## src/rtl/alu_multicycle.sv

```systemverilog
// ----------------------------------------------------------------------------
// alu_multicycle
//   Multi-cycle ALU for the CPU datapath. It decodes the opcode and operand
//   type from a 16-bit instruction. ADD, SUB and the logic ops finish in one
//   cycle. Shifts move one bit per cycle, and MUL is a shift-add that handles
//   one multiplier bit per cycle. The control unit uses a start/busy/done
//   handshake.
//
// Ports
//   clk          rising-edge system clock
//   reset        synchronous active-high reset; aborts any operation
//   start        operation request, accepted only while busy is low
//   instruction  [15:12] opcode, [11] type (0 = R, 1 = I), [10:8] Rd (unused)
//   rsdata       operand A
//   rmdata       operand B for R-type
//   N            immediate, operand B for I-type
//   busy         high while an iterative operation is executing
//   done         one-cycle pulse; aluout and the flags are valid
//   aluout       result, held until the next operation completes
//   carry        carry / no-borrow / last shifted-out bit / MUL overflow
//   zero         aluout == 0
//   neg          aluout MSB
// ----------------------------------------------------------------------------
module alu_multicycle #(
   parameter int WIDTH  = 16,
   parameter bit MUL_EN = 1'b1
) (
   input  logic             clk,
   input  logic             reset,
   input  logic             start,
   input  logic [15:0]      instruction,
   input  logic [WIDTH-1:0] rsdata,
   input  logic [WIDTH-1:0] rmdata,
   input  logic [WIDTH-1:0] N,
   output logic             busy,
   output logic             done,
   output logic [WIDTH-1:0] aluout,
   output logic             carry,
   output logic             zero,
   output logic             neg
);

   localparam int KW = $clog2(WIDTH);      // shift-amount width
   localparam int CW = $clog2(WIDTH + 1);  // iteration counter width

   typedef enum logic [1:0] {IDLE, EXEC, DONE} state_t;

   state_t             state;
   logic [3:0]         op_q;
   logic [CW-1:0]      cnt_q;
   logic [WIDTH-1:0]   sh_q;
   logic [2*WIDTH-1:0] mcand_q;
   logic [WIDTH-1:0]   mplier_q;
   logic [2*WIDTH-1:0] acc_q;

   logic [3:0]         opc_in;
   logic [WIDTH-1:0]   b_in;
   logic [KW-1:0]      k_in;
   logic               accept;
   logic               is_mul_in;
   logic               iter_in;
   logic [WIDTH:0]     single_res;

   logic [WIDTH-1:0]   sh_nxt;
   logic               sh_bit;
   logic [2*WIDTH-1:0] acc_nxt;
   logic [WIDTH-1:0]   fin_res;
   logic               fin_c;

   // Rd is decoded by the register file, not here.
   logic unused_rd;
   assign unused_rd = ^instruction[10:8];

   // Result of the operations that finish in the accept cycle. Shifts reach
   // this function only when k = 0, so they pass A through with carry = 0.
   function automatic logic [WIDTH:0] single_op(input logic [3:0]       opc,
                                                input logic [WIDTH-1:0] a,
                                                input logic [WIDTH-1:0] b);
      logic [WIDTH:0] r;
      r = '0;
      case (opc)
         4'h8: r = {1'b0, a} + {1'b0, b};
         4'h9: begin
            r[WIDTH-1:0] = a - b;
            r[WIDTH]     = (a >= b);
         end
         4'hA: r = {1'b0, a & b};
         4'hB: r = {1'b0, a | b};
         4'hC: r = {1'b0, a ^ b};
         4'hD, 4'hE: r = {1'b0, a};
         default: r = '0;
      endcase
      return r;
   endfunction

   assign opc_in     = instruction[15:12];
   assign b_in       = instruction[11] ? N : rmdata;
   assign k_in       = b_in[KW-1:0];
   assign accept     = start && !busy;
   assign is_mul_in  = MUL_EN && (opc_in == 4'hF);
   assign iter_in    = is_mul_in ||
                       (((opc_in == 4'hD) || (opc_in == 4'hE)) && (k_in != '0));
   assign single_res = single_op(opc_in, rsdata, b_in);

   // One iteration step. The final result is taken from the stepped values,
   // so it is written in the same edge that moves the FSM to DONE.
   always_comb begin
      acc_nxt = acc_q + (mplier_q[0] ? mcand_q : '0);
      if (op_q == 4'hD) begin
         sh_nxt = sh_q << 1;
         sh_bit = sh_q[WIDTH-1];
      end else begin
         sh_nxt = sh_q >> 1;
         sh_bit = sh_q[0];
      end
      if (op_q == 4'hF) begin
         fin_res = acc_nxt[WIDTH-1:0];
         fin_c   = |acc_nxt[2*WIDTH-1:WIDTH];
      end else begin
         fin_res = sh_nxt;
         fin_c   = sh_bit;
      end
   end

   always_ff @(posedge clk) begin
      if (reset) begin
         state  <= IDLE;
         cnt_q  <= '0;
         busy   <= 1'b0;
         done   <= 1'b0;
         aluout <= '0;
         carry  <= 1'b0;
         zero   <= 1'b0;
         neg    <= 1'b0;
      end else begin
         done <= 1'b0;
         case (state)
            EXEC: begin
               sh_q     <= sh_nxt;
               acc_q    <= acc_nxt;
               mcand_q  <= mcand_q << 1;
               mplier_q <= mplier_q >> 1;
               cnt_q    <= cnt_q - CW'(1);
               if (cnt_q == CW'(1)) begin
                  state  <= DONE;
                  busy   <= 1'b0;
                  done   <= 1'b1;
                  aluout <= fin_res;
                  carry  <= fin_c;
                  zero   <= (fin_res == '0);
                  neg    <= fin_res[WIDTH-1];
               end
            end
            default: begin
               // IDLE and DONE both accept a new request (busy is low).
               state <= IDLE;
               if (accept) begin
                  op_q     <= opc_in;
                  sh_q     <= rsdata;
                  mcand_q  <= {{WIDTH{1'b0}}, rsdata};
                  mplier_q <= b_in;
                  acc_q    <= '0;
                  cnt_q    <= is_mul_in ? CW'(WIDTH) : CW'(k_in);
                  if (iter_in) begin
                     state <= EXEC;
                     busy  <= 1'b1;
                  end else begin
                     state  <= DONE;
                     done   <= 1'b1;
                     aluout <= single_res[WIDTH-1:0];
                     carry  <= single_res[WIDTH];
                     zero   <= (single_res[WIDTH-1:0] == '0);
                     neg    <= single_res[WIDTH-1];
                  end
               end
            end
         endcase
      end
   end

endmodule

```

## config.mk

```make
export PLATFORM = sky130hd
export DESIGN_NAME = alu_multicycle
export DESIGN_NICKNAME = d
export VERILOG_FILES = /design/src/rtl/alu_multicycle.sv
export SDC_FILE = /design/constraint.sdc
export NUM_CORES = 1
export LEC_CHECK = 0
export CAP_MARGIN = 5
export CORE_MARGIN = 8
export CORE_UTILIZATION = 47
export DETAILED_ROUTE_END_ITERATION = 7
export PLACE_DENSITY = 0.67
export RECOVER_POWER = 50
export SLEW_MARGIN = 5
export SYNTH_ARGS = -nofsm -noshare
export SYNTH_HDL_FRONTEND = slang
export SYNTH_SLANG_ARGS = --single-unit
```

## constraint.sdc

```tcl
create_clock -name clk -period 10.19 [get_ports clk]
set_input_delay 1.5285 -clock clk [delete_from_list [all_inputs] [get_ports clk]]
set_output_delay 1.5285 -clock clk [all_outputs]
set_load 0.02 [all_outputs]
```

==> results.py <==
metrics = {
    "synthesis": {
        "synth_nets": 1418,
        "netlist_area_pre_place_um2": 10800,
        "synth_most_common_cell": "sky130_fd_sc_hd__nand2_1",
        "netlist.area_leader.share_pct": 27.9,
        "post_synth_num_cell_types": 85,
        "postSynthCellCount": 1255,
        "postSynth.asyncResetShare_pct": 0,
        "synth_area_leader_cell": "sky130_fd_sc_hd__edfxtp_1",
        "syn_area_per_cell_um2": 8.57,
        "synthFlopType": "sky130_fd_sc_hd__edfxtp_1",
        "number_of_enable_type_register_cells_in_the_synthesized_netlist": 100,
        "share_of_the_yosys_chip_area_belonging_to_registers_pct": 32.9,
        "synth-seq-cells": 127,
        "top_cell_types_by_occurrence_after_synthesis": "sky130_fd_sc_hd__nand2_1 (129), sky130_fd_sc_hd__nor2_1 (115), sky130_fd_sc_hd__edfxtp_1 (100), sky130_fd_sc_hd__a21oi_1 (93), sky130_fd_sc_hd__ha_1 (93)",
        "post_synth_main_area_contributors": "sky130_fd_sc_hd__edfxtp_1 (28%), sky130_fd_sc_hd__ha_1 (11%), sky130_fd_sc_hd__dfxtp_1 (5.0%)",
        "yosys_synthesis_warning_count": 0,
    },
    "grt": {
        "grt-ovfl-total": 0,
        "grtUsageTotal_pct": 22.2,
        "grt_max_degree": 82,
        "grt_antenna_before_repair": 0,
        "met1_usage_pct": 30.1,
        "grt-busiest-layer": "met2",
        "grt_pass1_vias": 9194,
        "grtUsageMet2_pct": 36.1,
        "grt_first_pass_wirelength_um": 50300,
        "grtUsageMet3_pct": 3.69,
    },
    "clock_network": {
        "numCtsBuffers": 17,
        "cts.repair_timing.setup_buffer_count": 0,
        "cts_tree": "yes",
        "cts_hold_buf": 0,
        "worst_setup_hold_path_clk_slew_ps": 60,
        "clockBufferDepth": 2,
        "clock-sinks": 127,
        "post_cts_resized": 0,
        "clock_insertion_delay_worst_skew_ps": 430,
        "cts_max_level": 4,
        "cts_root_buffer": "sky130_fd_sc_hd__clkbuf_16",
    },
    "sta": {
        "final.min_clock_period_ps": 6400,
        "slew-limit-headroom_pct": -111,
        "layout_setup_ws_ps": 3790,
        "timing_limited_maximum_frequency_mhz": 156,
        "worst-slew-pin-transition_ps": 3160,
        "finalSetupViolCount": 0,
        "setup-tns-final_ps": 0,
        "period_share_pct": 62.8,
        "fin_skew_ps": 12.0,
        "grt_setup_unrepaired": "no",
        "timing.final.max_slew_violations": 106,
        "timing.final.hold_violations": 0,
    },
    "detailed_routing": {
        "detail_route.drc_violations": 0,
        "vias": 9745,
        "totalWireLength_um": 31500,
        "avgViaCountPerCell": 6.14,
        "avgRoutedWirePerCell_um": 19.9,
        "antenna_violating_nets_post_route": 0,
        "firstDrtPassIters": 6,
        "drt-initial-drc-count": 1061,
    },
    "placement": {
        "dp.cells": 1556,
        "dpl_worst_slack_ps": 4370,
        "portBuffers": 76,
        "sum_of_net_half_perimeters_after_detailed_placement_um": 23200,
        "globalplace.congestion": 0.945,
    },
    "die": {
        "die_area_um2": 28000,
        "floorplan.die.height_um": 167,
        "ports": 88,
        "initial_core_util_pct": 47.7,
        "fp.coreArea_um2": 22600,
        "chip_width_um": 167,
        "placementRows": 55,
    },
    "worst_hold_path": {
        "hp-start": "aluout[2]",
        "timing.hold.worst.class": "reg2reg",
    },
    "status": {
        "outcome": "complete, but fails checks",
        "failing_checks": "max-capacitance violations, max-slew violations",
    },
    "worst_setup_path": {
        "critical_path.cell_chain": "dlygate4sd3_1 -> clkbuf_1 -> mux2i_1 -> inv_1 -> ha_1 -> inv_1 -> fa_1 -> or3_4 -> a2111oi_4 -> nor2_2 -> o41ai_2 -> a21o_1 -> xnor2_1 -> a221o_1 -> a221oi_2 -> nor3_1",
        "critPathMaxFanout": 18,
        "critPathRequiredTime_ps": 10490,
        "launch_point_of_the_worst_reg_to_reg_path": "state[0]",
        "critical_path_arrival_ps": 6700,
        "critPathMostFrequentCell": "sky130_fd_sc_hd__inv_1",
        "setup.worst_path.start": "instruction[11]",
        "cp_num_buf_inv": 4,
        "critPathCaptureType": "register",
        "worst_path_dominant_cell_family": "buffers and inverters",
        "setup.worst_path.start_class": "input port",
        "critical_path.max_stage_delay_ps": 970,
        "criticalPathCategory": "in2reg",
        "cpMaxStageDelayCell": "sky130_fd_sc_hd__clkbuf_1",
    },
    "power": {
        "sequential_fraction_of_design_power_pct": 36.6,
        "power_frac_clock_pct": 37.4,
        "power.share.switching_pct": 33.1,
        "comb_power_share_pct": 26.0,
        "intPower_w": 0.00113,
        "p_leak_nw": 4.88,
        "power.net_switching_w": 0.000557,
        "power-per-cell-area_nw_per_um2": 138,
        "post-layout-total-power_w": 0.00169,
        "ir_drop_v": 0.0000813,
    },
    "finish": {
        "final_core_utilization_pct": 54.2,
        "syn2layout_area_growth_pct": 13.6,
        "layoutNonFillerInstCount": 1588,
        "n_antenna_cell": 0,
        "finish.net_count": 1453,
        "drive_above_1_share_pct": 4.68,
        "fill_cells": 2188,
    },
    "job": {
        "drv_cap": 2,
    },
}
[worst paths after layout]
| kind | endpoint | slack (ps) | depth (start not counted) |
|---|---|---|---|
| hold reg to reg | aluout[2] | 460 | 2 |
| setup / recovery | aluout[12] | 3790 | 16 |
| setup reg to reg | acc_q[30] | 4260 | 5 |
| hold / removal | aluout[2] | 460 | 2 |
[per-layer routing]
metal	part of all wire, %	vias to the layer above
li1	-	4688
met3	5.5	49
met4	1.8	0
met5	0	-
met2	47	325
met1	45	4683
[area by class of cell]
type                            count  area [um2]  area share, %
Clock inverter                     15         161           1.32
Clock buffer                       17         425           3.48
Multi-Input combinational cell    998        6690           54.7
Inverter                           60         225           1.84
Tap cell                          285         357           2.92
Sequential cell                   127        3540           29.0
Timing Repair Buffer               86         821           6.71
[through the flow]
| stage | hold WS [ps] | instance area [um2] |
|---|---|---|
| after CTS | 469 | 12300 |
| after global routing | 482 | 12200 |
| final | 465 | 12200 |
| after detailed placement | 462 | 11700 |
| after floorplan | 489 | 10800 |
| after global placement | 457 | 11700 |
[cells by family after synthesis]
group	Yosys count	share of synthesized area [%]
xor gates and xnor gates	38	3.09
buffers and inverters	130	4.72
muxes	40	3.83
adders and majority gates	96	11.4
DFF	127	32.9
AOI/OAI and AO/OA	355	22.6
and+or+nand+nor	469	21.5
[power groups by stage]
stage / registers, W / clock network, W / logic [W]
finish: 0.000616 / 0.000631 / 0.000438
CTS: 0.000617 / 0.000638 / 0.000439
global placement: 0.000627 / 0 / 0.000432
detailed placement: 0.000627 / 0 / 0.000437
global route: 0.000620 / 0.000657 / 0.000484
floorplan: 0.000628 / 0 / 0.000301
[worst register-to-register path, cell delays in order (launching register included)]
cell and delay (ps):
sky130_fd_sc_hd__dfxtp_1 370, sky130_fd_sc_hd__nor2b_2 150, sky130_fd_sc_hd__clkbuf_1 2220, sky130_fd_sc_hd__nor2_1 500, sky130_fd_sc_hd__nor2_1 1270, sky130_fd_sc_hd__buf_4 980
[registers in the layout, indices dropped and copies added (netlist names), 2 cells and up]
name,count
sh_q,16
op_q,4
mcand_q,32
acc_q,32
mplier_q,16
cnt_q,5
state,2
aluout,16
[cell usage in the layout (no fill, tap or decap), drive strengths merged, types with 26 or more instances in the layout]
cell           count
dlygate4sd3       26
a21oi             94
inv               63
clkdlybuf4s50     50
edfxtp           100
nand2            130
dfxtp             27
and2              68
nor3              41
mux2i             37
nor2             116
o21ai             73
ha                93
(Power assumes the default switching activity.)
